[config.mk]
export PLATFORM = sky130hd
export DESIGN_NAME = prll_bs_rr_rbtr
export DESIGN_NICKNAME = d
export VERILOG_FILES = /design/src/rtl/prll_bs_rr_rbtr.sv
export SDC_FILE = /design/constraint.sdc
export NUM_CORES = 1
export LEC_CHECK = 0
export CAP_MARGIN = 40
export CORE_AREA = 2 2 111 113
export DETAILED_ROUTE_END_ITERATION = 7
export DIE_AREA = 0 0 113 115
export PLACE_DENSITY = 0.88
export SLEW_MARGIN = 25
export SYNTH_ARGS = -nofsm -noshare
export SYNTH_HDL_FRONTEND = slang
export SYNTH_SLANG_ARGS = --single-unit
[constraint.sdc]
create_clock -name clk -period 3.8 [get_ports clk]
set_input_delay 0.57 -clock clk [delete_from_list [all_inputs] [get_ports clk]]
set_output_delay 0.57 -clock clk [all_outputs]
set_load 0.02 [all_outputs]
[src/rtl/prll_bs_rr_rbtr.sv]
// Round-robin arbiter moving one word at a time from per-driver outgoing FIFOs to
// incoming FIFOs. Define PRLL_BS_BCST_EN to deliver the broadcast ID to all but the source.
module prll_bs_rr_rbtr #(
  parameter int         bits      = 32,
  parameter int         drvrs     = 4,
  parameter logic [7:0] broadcast = 8'hFF
) (
  input  logic                   clk,
  input  logic                   reset,
  input  logic [drvrs-1:0]       pndng,
  input  logic [drvrs*bits-1:0]  D_pop,
  output logic [drvrs-1:0]       pop,
  input  logic [drvrs-1:0]       full,
  output logic [drvrs-1:0]       push,
  output logic [drvrs*bits-1:0]  D_push,
  output logic                   busy,
  output logic [15:0]            drop_cnt
);

  localparam int GW = $clog2(drvrs);

`ifdef PRLL_BS_BCST_EN
  localparam bit BcstEn = 1'b1;
`else
  localparam bit BcstEn = 1'b0;
`endif

  typedef enum logic [1:0] {IDLE, POP, SEND} state_t;

  state_t          r_state, w_state_nxt;
  logic [GW-1:0]   r_grant, r_last_grant, w_rr_pick;
  logic            w_rr_hit;
  logic [bits-1:0] r_data_q;
  logic [GW-1:0]   r_src_q;
  logic [15:0]     r_drop_cnt;
  logic [7:0]      w_dest;
  logic            w_dest_ok, w_is_bcst, w_drop;
  logic [drvrs-1:0] w_dest_oh, w_bcst_mask, w_grant_oh;

  // Round-robin search starting one past the last grant.
  always_comb begin : rr_search
    int v_idx;
    v_idx     = 0;
    w_rr_pick = r_last_grant;
    w_rr_hit  = 1'b0;
    for (int k = 1; k <= drvrs; k++) begin
      v_idx = int'(r_last_grant) + k;
      if (v_idx >= drvrs) v_idx = v_idx - drvrs;
      if (!w_rr_hit && pndng[GW'(v_idx)]) begin
        w_rr_hit  = 1'b1;
        w_rr_pick = GW'(v_idx);
      end
    end
  end

  assign w_dest    = r_data_q[bits-1 -: 8];
  assign w_dest_ok = int'(w_dest) < drvrs;
  assign w_is_bcst = (w_dest == broadcast);

  always_comb begin
    for (int i = 0; i < drvrs; i++) begin
      w_dest_oh[i]   = (int'(w_dest) == i);
      w_bcst_mask[i] = (int'(r_src_q) != i);
      w_grant_oh[i]  = (int'(r_grant) == i);
    end
  end

  // NOTE: every output of this block gets a default first so no latch is inferred.
  always_comb begin
    w_state_nxt = r_state;
    pop         = '0;
    push        = '0;
    w_drop      = 1'b0;
    case (r_state)
      IDLE: if (w_rr_hit) w_state_nxt = POP;
      POP: begin
        pop         = w_grant_oh & pndng;
        w_state_nxt = pndng[r_grant] ? SEND : IDLE;
      end
      SEND: begin
        if (w_dest_ok) begin
          if (!(|(full & w_dest_oh))) begin
            push        = w_dest_oh;
            w_state_nxt = IDLE;
          end
        end else if (BcstEn && w_is_bcst) begin
          if (!(|(full & w_bcst_mask))) begin
            push        = w_bcst_mask;
            w_state_nxt = IDLE;
          end
        end else begin
          w_drop      = 1'b1;
          w_state_nxt = IDLE;
        end
      end
      default: w_state_nxt = IDLE;
    endcase
    // NOTE: strobes are combinational, so a reset cycle must mask them to kill the in-flight word.
    if (reset) begin
      pop  = '0;
      push = '0;
    end
  end

  // NOTE: sequential state uses non-blocking assignments only.
  always_ff @(posedge clk) begin
    if (reset) begin
      r_state      <= IDLE;
      r_grant      <= '0;
      r_last_grant <= GW'(drvrs - 1);
      r_data_q     <= '0;
      r_src_q      <= '0;
      r_drop_cnt   <= '0;
    end else begin
      r_state <= w_state_nxt;
      if (r_state == IDLE && w_rr_hit) begin
        r_grant      <= w_rr_pick;
        r_last_grant <= w_rr_pick;
      end
      if (r_state == POP && pndng[r_grant]) begin
        r_data_q <= D_pop[r_grant*bits +: bits];
        r_src_q  <= r_grant;
      end
      if (w_drop && r_drop_cnt != 16'hFFFF) r_drop_cnt <= r_drop_cnt + 16'd1;
    end
  end

  assign D_push   = {drvrs{r_data_q}};
  assign busy     = (r_state != IDLE);
  assign drop_cnt = r_drop_cnt;

endmodule
==> results.yml <==
run_status:
  status: "finished with violations"
  violations: "DRC"
sta:
  hold_violations: 0
  fmax_mhz: 320
  maxSlewViolCount: 0
  min_period_over_period_pct: 82.1
  rsz0062_at_grt: "false"
  max_slew_margin_pct: 57.7
  finalCriticalPeriod_ps: 3120
  setup_violations: 0
  worstMarginPinSlew_ps: 634
  fin_tns_setup_ps: 0
  finClkSkew_ps: 6.81
synth:
  syn_area_per_cell_um2: 9.19
  post-synth-top-count-cell: "buf_4"
  synth_top_area_share_pct: 27.5
  synth_area_leaders: "dfxtp_1 27%, mux4_2 19%, buf_4 19%"
  syn_area_mm2: 0.00393
  synth_edf_count: 0
  ys_warn_count: 0
  synth_cell_types: 42
  yosysTopAreaCell: "dfxtp_1"
  syn_inst: 428
  synth_top_flop_cell: "dfxtp_1"
  synthTopCellsByCount: "98 x buf_4, 76 x nand2_1, 54 x dfxtp_1"
  seq_area_frac_synth_pct: 27.5
  syn-num-nets: 567
  ys_ff_latch: 54
  async_flop_share_pct: 0
power:
  power_mw: 2.08
  p_per_area_mw_per_mm2: 327
  total_leakage_power_nw: 2.11
  internal_power_mw: 1.41
  p_sw_share_pct: 32.6
  comb_power_share_pct: 41.9
  net-switching-power_uw: 679
  vdd_drop_max_uv: 197
  seq_power_share_pct: 33.2
  clockPowerShare_pct: 25.0
finish:
  fin_nets: 750
  syn_to_final_growth_pct: 61.9
  n_antenna_cell: 0
  nFillCells: 1056
  fin_util_pct: 53.9
  design_area_mm2: 0.00637
  drive_above_1_share_pct: 10.8
setup_path:
  cp.required_ps: 3230
  critical_path.startpoint: "r_data_q[27]"
  critical_path_class: "register to output port"
  crit_path_top_delay_cell: "clkdlybuf4s50_1"
  r2r_slack_ps: 1270
  endpoint_kind: "output port"
  cp_max_fo: 6
  r2r_start: "r_grant[1]"
  r2r_cells: 6
  startpoint_type: "register"
  crit_path_max_incr_delay_ps: 650
  crit_family: "simple AND/OR/NAND/NOR gates"
  path_cells: "nor4_4, nand2_1, or3_1, nor4b_2, clkdlybuf4s50_1"
  crit_buf_inv: 1
  arrival_ps: 2550
  r2r_end: "r_data_q[13]"
clock_tree:
  cts_setup_buffers: 0
  ctsHoldBuffers: 0
  clock_path_buffers: 2
  tritoncts: "yes"
  clkLatencyLatePin_ps: 290
  ctsResizeCount: 0
  htree_levels: 2
  cts_made_buffers: 5
  cts-root-buf: "clkbuf_16"
  clk_pin_slew_ps: 70
  cts.sinks: 54
global_routing:
  grt_pass1_wl_mm: 21.3
  grt_pass1_vias: 3737
  antenna_found_initial: 0
  track_usage_pct: 20.9
  gr-total-overflow: 0
  grt_max_degree: 33
detailed_routing:
  vias: 3859
  wl_mm: 14.3
  routed_via_density: 5.08
  route.detailed.drc: 18
  dr.first_iter.drc_count: 226
  wl_per_cell_um: 18.9
  first_pass_iters: 7
  postRouteAntennaNets: 0
hold_path:
  min-delay-start: "r_data_q[9]"
  min_to: "r_data_q[9]"
  min_path_type: "register to register"
  hold_depth: 2
die:
  start_util_pct: 33.3
  row_count: 40
  die_w_um: 113
  dieArea_mm2: 0.0130
  coreArea_mm2: 0.0118
  io_pins: 291
  fp.dieH_um: 115
placed_design:
  dp_hpwl_mm: 11.5
  gp_congestion: 0.872
  postPlaceCellArea_mm2: 0.00620
  io_buffers: 290
flow_run:
  maxCapViolCount: 0
-- layout make-up --
cell class / count / area, um^2 / share of cell area (%)
Clock buffer: 5 / 125 / 1.96
Timing Repair Buffer: 296 / 2960 / 46.5
Sequential cell: 54 / 1080 / 17.0
Inverter: 4 / 15.0 / 0.236
Multi-Input combinational cell: 250 / 1960 / 30.7
Clock inverter: 3 / 43.8 / 0.688
Tap cell: 147 / 184 / 2.89
-- cell usage in the layout, fill, tap and decap left out, drive strengths merged, types with 2 or more instances in the layout --
cell           count
clkbuf             5
nor3               8
nor3b              4
and3               2
dfxtp             54
nor2              27
clkdlybuf4s50    289
or3                2
inv                5
buf                7
nand4              5
xnor2             12
nand2             76
nand2b             5
nor4               8
and4               2
a21oi             37
mux4              34
nor2b              3
xor2               2
o21ai              2
a21o               2
nand3              7
-- per-stage QoR --
step | hold slack (ps) | instances | setup WS, ps
after CTS | 523 | 759 | 671
after detailed placement | 509 | 751 | 976
after floorplan | 492 | 428 | 1300
final | 517 | 759 | 680
after global placement | 491 | 749 | 1010
after global routing | 547 | 759 | 557
-- worst max-delay path by stage --
stage | cells past startpoint | slack [ps] | to
2_1_floorplan | 4 | 1300 | push[0]
3_3_place_gp | 4 | 1010 | push[2]
3_5_place_dp | 4 | 980 | push[2]
4_1_cts | 5 | 670 | push[2]
5_1_grt | 5 | 560 | push[2]
6_report | 5 | 680 | push[2]
-- worst reg2reg max path: stages (launching register included) --
cell,delay (ps)
dfxtp_2,610
buf_16,250
mux4_2,550
nand2b_1,420
buf_4,360
nand2_1,110
a21oi_1,160
-- state kept, by name, summed over array words and instances (netlist names) --
signal and flops:
r_state 2, r_grant 2, r_last_grant 2, r_data_q 32, drop_cnt 16
-- cell families after synthesis --
family,count (synthesis),synth area share (%)
compound gates,47,7.67
xor+xnor,14,3.12
fa+ha+maj,1,0.318
buf+inv,124,22.8
flops,54,27.5
mux,35,19.7
simple gates,153,18.9
-- metal layers --
layer  up-vias  global-route usage (%)  part of all wire (%)
li1       1760                       -                     -
met1      1874                    26.6                    39
met2       206                    37.0                    52
met3        19                    4.32                   8.2
met4         0                    4.47                   1.3
met5         -                       0                     0
-- power groups by stage --
stage	clock network (mW)	logic, mW	registers (mW)
after floorplan	0	0.551	0.697
after global placement	0	0.838	0.711
after detailed placement	0	0.872	0.706
after CTS	0.533	0.875	0.693
after global routing	0.557	0.918	0.703
final	0.520	0.872	0.692
Note: power is estimated with default switching activity, not from simulation.
